===== src/rtl/irq_requester.sv =====
// ---------------------------------------------------------------------------
// irq_requester
//   Peripheral-side interrupt source feeding the control unit's int_in lines.
//   Each line queues device events in a saturating counter, raises a pulse of
//   PULSE_LEN cycles on int_out[i], waits for the acknowledge strobe coming
//   back from the control unit, and re-raises the request if no acknowledge
//   arrives within TIMEOUT cycles. After an accepted acknowledge the line is
//   held off for GAP_LEN cycles before it may request again.
//
// Ports
//   clk           system clock, all state on posedge
//   rst           asynchronous reset, active-high
//   event_in      per-line device event (one event per high cycle)
//   ack_in        per-line acknowledge strobe (RST_INT_i)
//   overflow_clr  per-line clear of the sticky overflow flag
//   int_out       per-line registered set pulse towards the int latch
//   pending       per-line "counter not empty"
//   overflow      per-line sticky "event dropped at saturation"
//   retry_cnt     total timeouts over all lines, saturating at 255
// ---------------------------------------------------------------------------
module irq_requester #(
    parameter int N_LINES   = 5,
    parameter int CNT_W     = 3,
    parameter int PULSE_LEN = 2,
    parameter int GAP_LEN   = 2,
    parameter int TIMEOUT   = 64
) (
    input  logic               clk,
    input  logic               rst,
    input  logic [N_LINES-1:0] event_in,
    input  logic [N_LINES-1:0] ack_in,
    input  logic [N_LINES-1:0] overflow_clr,
    output logic [N_LINES-1:0] int_out,
    output logic [N_LINES-1:0] pending,
    output logic [N_LINES-1:0] overflow,
    output logic [7:0]         retry_cnt
);

    typedef enum logic [1:0] {
        ST_IDLE,
        ST_ASSERT,
        ST_WAIT,
        ST_GAP
    } state_t;

    // One timer per line is reused for pulse, timeout and gap phases, so it
    // is sized for the longest of the three.
    localparam int TMAX_A = (PULSE_LEN > GAP_LEN) ? PULSE_LEN : GAP_LEN;
    localparam int TMAX   = (TMAX_A > TIMEOUT) ? TMAX_A : TIMEOUT;
    localparam int TW     = (TMAX > 1) ? $clog2(TMAX) : 1;

    localparam logic [TW-1:0]    T_PULSE = TW'(PULSE_LEN - 1);
    localparam logic [TW-1:0]    T_GAP   = TW'(GAP_LEN - 1);
    localparam logic [TW-1:0]    T_WAIT  = TW'(TIMEOUT - 1);
    localparam logic [CNT_W-1:0] CNT_MAX = '1;

    logic [N_LINES-1:0] timeout_hit;

    generate
        for (genvar gi = 0; gi < N_LINES; gi++) begin : g_line
            state_t           state_reg, state_next;
            logic [TW-1:0]    timer_reg, timer_next;
            logic [CNT_W-1:0] cnt_reg, cnt_next;
            logic             ovf_reg, ovf_next;
            logic             int_reg;
            logic             ack_ok;
            logic             inc;
            logic             drop;
            logic             hit;

            // Event counter and overflow flag. An acknowledge is only
            // accepted while a request is outstanding, which guarantees the
            // counter is non-zero whenever it decrements.
            always_comb begin
                ack_ok   = ack_in[gi] && ((state_reg == ST_ASSERT) || (state_reg == ST_WAIT));
                inc      = event_in[gi];
                drop     = inc && !ack_ok && (cnt_reg == CNT_MAX);
                cnt_next = cnt_reg;
                if (inc && !ack_ok && !drop) begin
                    cnt_next = cnt_reg + CNT_W'(1);
                end else if (ack_ok && !inc) begin
                    cnt_next = cnt_reg - CNT_W'(1);
                end
                // A drop in the same cycle as a clear wins, so no lost event
                // goes unreported.
                if (drop) begin
                    ovf_next = 1'b1;
                end else if (overflow_clr[gi]) begin
                    ovf_next = 1'b0;
                end else begin
                    ovf_next = ovf_reg;
                end
            end

            // Request handshake FSM.
            always_comb begin
                state_next = state_reg;
                timer_next = timer_reg;
                hit        = 1'b0;
                case (state_reg)
                    ST_IDLE: begin
                        if (cnt_reg != '0) begin
                            state_next = ST_ASSERT;
                            timer_next = T_PULSE;
                        end
                    end
                    ST_ASSERT: begin
                        if (ack_ok) begin
                            state_next = ST_GAP;
                            timer_next = T_GAP;
                        end else if (timer_reg == '0) begin
                            state_next = ST_WAIT;
                            timer_next = T_WAIT;
                        end else begin
                            timer_next = timer_reg - TW'(1);
                        end
                    end
                    ST_WAIT: begin
                        if (ack_ok) begin
                            state_next = ST_GAP;
                            timer_next = T_GAP;
                        end else if (timer_reg == '0) begin
                            // Retry: the event stays queued, pulse again.
                            state_next = ST_ASSERT;
                            timer_next = T_PULSE;
                            hit        = 1'b1;
                        end else begin
                            timer_next = timer_reg - TW'(1);
                        end
                    end
                    ST_GAP: begin
                        if (timer_reg == '0) begin
                            state_next = ST_IDLE;
                        end else begin
                            timer_next = timer_reg - TW'(1);
                        end
                    end
                    default: begin
                        state_next = ST_IDLE;
                        timer_next = '0;
                    end
                endcase
            end

            always_ff @(posedge clk or posedge rst) begin
                if (rst) begin
                    state_reg <= ST_IDLE;
                    timer_reg <= '0;
                    cnt_reg   <= '0;
                    ovf_reg   <= 1'b0;
                    int_reg   <= 1'b0;
                end else begin
                    state_reg <= state_next;
                    timer_reg <= timer_next;
                    cnt_reg   <= cnt_next;
                    ovf_reg   <= ovf_next;
                    // Registered from the next state so int_out is a flop
                    // output that is high exactly while the line is in ASSERT.
                    int_reg   <= (state_next == ST_ASSERT);
                end
            end

            assign int_out[gi]     = int_reg;
            assign pending[gi]     = (cnt_reg != '0);
            assign overflow[gi]    = ovf_reg;
            assign timeout_hit[gi] = hit;
        end
    endgenerate

    // Global retry counter: several lines may time out in one cycle.
    logic [7:0]  retry_reg;
    logic [15:0] retry_sum;
    logic [7:0]  retry_next;

    always_comb begin
        retry_sum = {8'd0, retry_reg};
        for (int i = 0; i < N_LINES; i++) begin
            retry_sum = retry_sum + {15'd0, timeout_hit[i]};
        end
        retry_next = (retry_sum > 16'd255) ? 8'hFF : retry_sum[7:0];
    end

    always_ff @(posedge clk or posedge rst) begin
        if (rst) begin
            retry_reg <= 8'd0;
        end else begin
            retry_reg <= retry_next;
        end
    end

    assign retry_cnt = retry_reg;

endmodule


===== config.mk =====
export PLATFORM = sky130hd
export DESIGN_NAME = irq_requester
export DESIGN_NICKNAME = d
export VERILOG_FILES = /design/src/rtl/irq_requester.sv
export SDC_FILE = /design/constraint.sdc
export NUM_CORES = 1
export LEC_CHECK = 0
export ABC_CLOCK_PERIOD_IN_PS = 6300
export BUFFER_PORTS_ARGS = -buffer_cell sky130_fd_sc_hd__buf_2
export CORE_ASPECT_RATIO = 0.5
export CORE_MARGIN = 4
export CORE_UTILIZATION = 65
export DETAILED_ROUTE_END_ITERATION = 8
export HOLD_SLACK_MARGIN = 0.05
export PLACE_DENSITY = 0.84
export SLEW_MARGIN = 10
export SYNTH_ARGS = -nofsm -noshare
export SYNTH_HDL_FRONTEND = slang
export SYNTH_SLANG_ARGS = --single-unit

===== constraint.sdc =====
create_clock -name clk -period 6.3 [get_ports clk]
set_input_delay 1.26 -clock clk [delete_from_list [all_inputs] [get_ports clk]]
set_output_delay 1.26 -clock clk [all_outputs]
set_load 0.02 [all_outputs]

==> run summary <==
The run finished with clean final reports. The first-pass GRT wire length came out at 17500 um. For this design the ratio of total power to cell area is 561 nW/um^2. The number of placed instances, taps included is 658, and the final critical-path share of the clock period is 0.633. Cell accounting for the most synthesized area: sky130_fd_sc_hd__dfrtp_1.

The tools report the share of the core filled with cells as 0.738. In this design, the critical path's most frequently occurring cell is sky130_fd_sc_hd__fa_1. In the synthesized netlist, the number of instances is 543. In this run the deepest clock path goes through 2 buffers. Initial DRC count: 408. In the post-synthesis netlist, the biggest area contributors are sky130_fd_sc_hd__dfrtp_1 37%, sky130_fd_sc_hd__ha_1 9.7%, sky130_fd_sc_hd__a21oi_1 4.4%.

Setup violations remaining at the end of the flow were counted as 0. The count of buffers added on input and output ports is 39. The region available for standard cell placement spans 7350 sq um. For the number of global-route vias before repair, the log shows 3924.

The detailed-route wire length per cell was 15.2 um. The total overflow left after global routing is 0. Worst clock skew: 0.00599 ns. The worst setup path is launched from a primary input. Clock tree synthesis found a total of 73 sinks. Critical-path cell with the highest stage delay: sky130_fd_sc_hd__fa_1. The adder and majority cell fraction of the synthesized area is 0.129. The worst setup path is captured at a flip-flop. Setup repair after global routing left no endpoint under its margin.

The maximum fanout count along the critical path works out to 11. For this design the static power due to leakage is 2.59 nW. Top-area cell type share of the netlist area: 0.371.

The final layout contains routed wiring with a total length of 10200 um. Traced cell by cell, the critical path runs through buf_2, nand2_1, and3_1, fa_1, fa_1, ha_1, fa_1, a21oi_1, nor2_1, nand3_1, nand3_1. For the number of nets in the finished design, the log shows 636.

TritonCTS built the clock tree. The logs give 5 for the number of iterations in the first detailed-routing pass and 0 for the remaining antenna violation count after routing. The tools report the peak supply drop as 0.000331 V. The detailed-route via count is 4152. The cell area after placement was 5130 sq um. The tools report the clock network latency to the later pin of the worst-skew pair as 0.34 ns. In this run the most critical hold path is launched from g_line[3].cnt_reg[2].

For this run, the number of Yosys warnings is 0. Prevailing post-synth register cell: sky130_fd_sc_hd__dfrtp_1. The final worst setup slack is 2.31 ns, and the starting density of the core is 0.670. Once layout is done, the placed cells without fillers occupy 5420 sq um. The floorplan has 22 rows. For the number of pins with negative max-slew slack in the final report, the log shows 0. The start-to-end type of the worst setup path is in -> reg. The tools report the worst slew slack as a fraction of its limit as 0.380. Pin placement for this block handled 40 I/O pins.

The total routing resource utilization after global routing was 0.236; the die span in y was 69.6 um. The tools report the buffers inserted during post-CTS setup optimization as 0. Counting every net in the synthesized netlist gives 606. The clock transition at the registers of the reported paths is 0.06 ns.

The number of flops mapped to enable cells by yosys is 0, and the full die area is 9120 sq um. Routability-driven placement finished with a final weighted congestion of 0.854. The number of antenna cells inserted was 0; the width of the chip was 131 um. The sequential element share of the synthesized area came out at 0.371.

The root buffer cell chosen for the clock tree is sky130_fd_sc_hd__clkbuf_16. After detailed routing, the number of remaining DRC violations is 0. STA puts the critical path data required time at 6.51 ns. Fill cells in the final layout number 528. Post-synthesis mux area share: 0.0178. CTS built an H-tree with a depth of 3.

Derived from the worst setup path, the maximum achievable clock frequency is 251 MHz. The tools report the number of antenna violations at the first check in global routing as 0. After synthesis, the most frequently instantiated cells are 73 x sky130_fd_sc_hd__dfrtp_1, 44 x sky130_fd_sc_hd__nand2_1, 43 x sky130_fd_sc_hd__a21oi_1, 39 x sky130_fd_sc_hd__inv_1, 38 x sky130_fd_sc_hd__ha_1. Synthesized-area fraction occupied by xor and xnor cells: 0.0231.

The ratio of cells with drive above 1 in the final layout is 0.128. After synthesis, the largest family of logic cells by area is compound AO/OA/AOI/OAI gates. The post-synthesis async set-or-reset flop share works out to 1.00.

Setup TNS: 0 ns. Dividing the synthesized area by the synthesized cell count gives 9.07 sq um. The clock period minus worst slack came out at 3.99 ns. On the worst path, the slowest cell contributes a delay of 0.49 ns. The count of max-cap constraint violations was 0; the total count of hold-check failures in the final report was 0. The number of buffers created by CTS was 9; the transition at the pin with the smallest max-transition slack was 0.929 ns.

The worst-case setup slack after placement is 1.98 ns. Detailed placement ended at an HPWL of 7170 um. The tools report the critical register-to-register path startpoint as g_line[2].timer_reg[2]. The count of state elements after synthesis was 73; the data arrival time of the critical path was 4.20 ns. The number of cells upsized or downsized after cts is 0, and the number of flip-flops in the largest register is 30. The most critical setup path has its startpoint at ack_in[2]. The average vias per placed instance came out at 6.16.

The hold buffer count at CTS was 0. The most common cell in the synthesized netlist was sky130_fd_sc_hd__dfrtp_1. Entering global routing, the biggest net connects 74 pins. The tools report the distinct cell type count of the synthesized netlist as 60. The finished layout holds 674 standard cells, fillers aside. The simple-gate portion of the synthesized area was 0.189. Layout-stage area growth over the synthesis result: 10.1%. Compound-gate portion of the synthesized area: 0.216. The post-synthesis instance area was 4920 sq um.

In this run the worst hold path is classified as reg -> reg.
[metal layers]
metal / global-route usage / part of all wire
met5: 0 / 0
met4: 0.0582 / 0.013
met3: 0.0638 / 0.042
met2: 0.385 / 0.49
met1: 0.313 / 0.46
[metrics by stage]
| stage | hold slack (ns) | power, mW |
|---|---|---|
| finish | 0.491 | 3.04 |
| global route | 0.516 | 3.32 |
| CTS | 0.496 | 3.04 |
| detailed placement | 0.486 | 2.51 |
| global placement | 0.479 | 2.46 |
| floorplan | 0.464 | 2.19 |
[power by group]
part           switching, mW  internal, mW
Clock                  0.191         0.314
Sequential             0.188         0.659
Combinational          0.994         0.699
[cell usage in the layout, fill, tap and decap left out, types with 7 or more instances in the layout]
cell and n:
sky130_fd_sc_hd__nand3_1 28, sky130_fd_sc_hd__dfrtp_1 73, sky130_fd_sc_hd__fa_1 8, sky130_fd_sc_hd__nand2_1 44, sky130_fd_sc_hd__a22o_1 8, sky130_fd_sc_hd__xor2_1 8, sky130_fd_sc_hd__buf_2 39, sky130_fd_sc_hd__nor2_1 28
sky130_fd_sc_hd__or3_1 9, sky130_fd_sc_hd__ha_1 38, sky130_fd_sc_hd__o31ai_1 16, sky130_fd_sc_hd__nor3_1 20, sky130_fd_sc_hd__inv_1 38, sky130_fd_sc_hd__nand4_1 7, sky130_fd_sc_hd__nor2b_1 10, sky130_fd_sc_hd__o22ai_1 9
sky130_fd_sc_hd__a21oi_1 43, sky130_fd_sc_hd__o22a_1 8, sky130_fd_sc_hd__o21ai_0 24, sky130_fd_sc_hd__clkbuf_16 9
[worst max-delay path: cells and delay by family]
kind            cells  cell delay [ns]
simple gates        5             0.91
fa+ha+maj           4             1.59
buf+inv             1             0.10
compound gates      1             0.32
[logic make-up after synthesis]
logic type      after synthesis
buf+inv                      60
xor+xnor                     13
compound gates              160
fa+ha+maj                    46
flops                        73
simple gates                183
mux                           8
[final cells by class]
type	count	area [sq um]	share of cell area
Inverter	39	146	0.0270
Sequential cell	73	1830	0.337
Clock buffer	10	239	0.0441
Clock inverter	6	57.6	0.0106
Multi-Input combinational cell	410	2830	0.522
Timing Repair Buffer	40	203	0.0374
Tap cell	96	120	0.0221
[path summary, 6_finish.rpt]
| kind | end | slack, ns | cells after the start |
|---|---|---|---|
| max | retry_cnt[5] | 2.31 | 11 |
| min | g_line[3].cnt_reg[2] | 0.49 | 1 |
| max reg2reg | retry_cnt[5] | 2.39 | 11 |
| min reg2reg | g_line[3].cnt_reg[2] | 0.49 | 1 |
| max in group asynchronous | g_line[3].cnt_reg[0] | 4.49 | 3 |
| min in group asynchronous | retry_cnt[4] | 1.21 | 3 |
No activity file was read; power rests on OpenSTA's default activity.
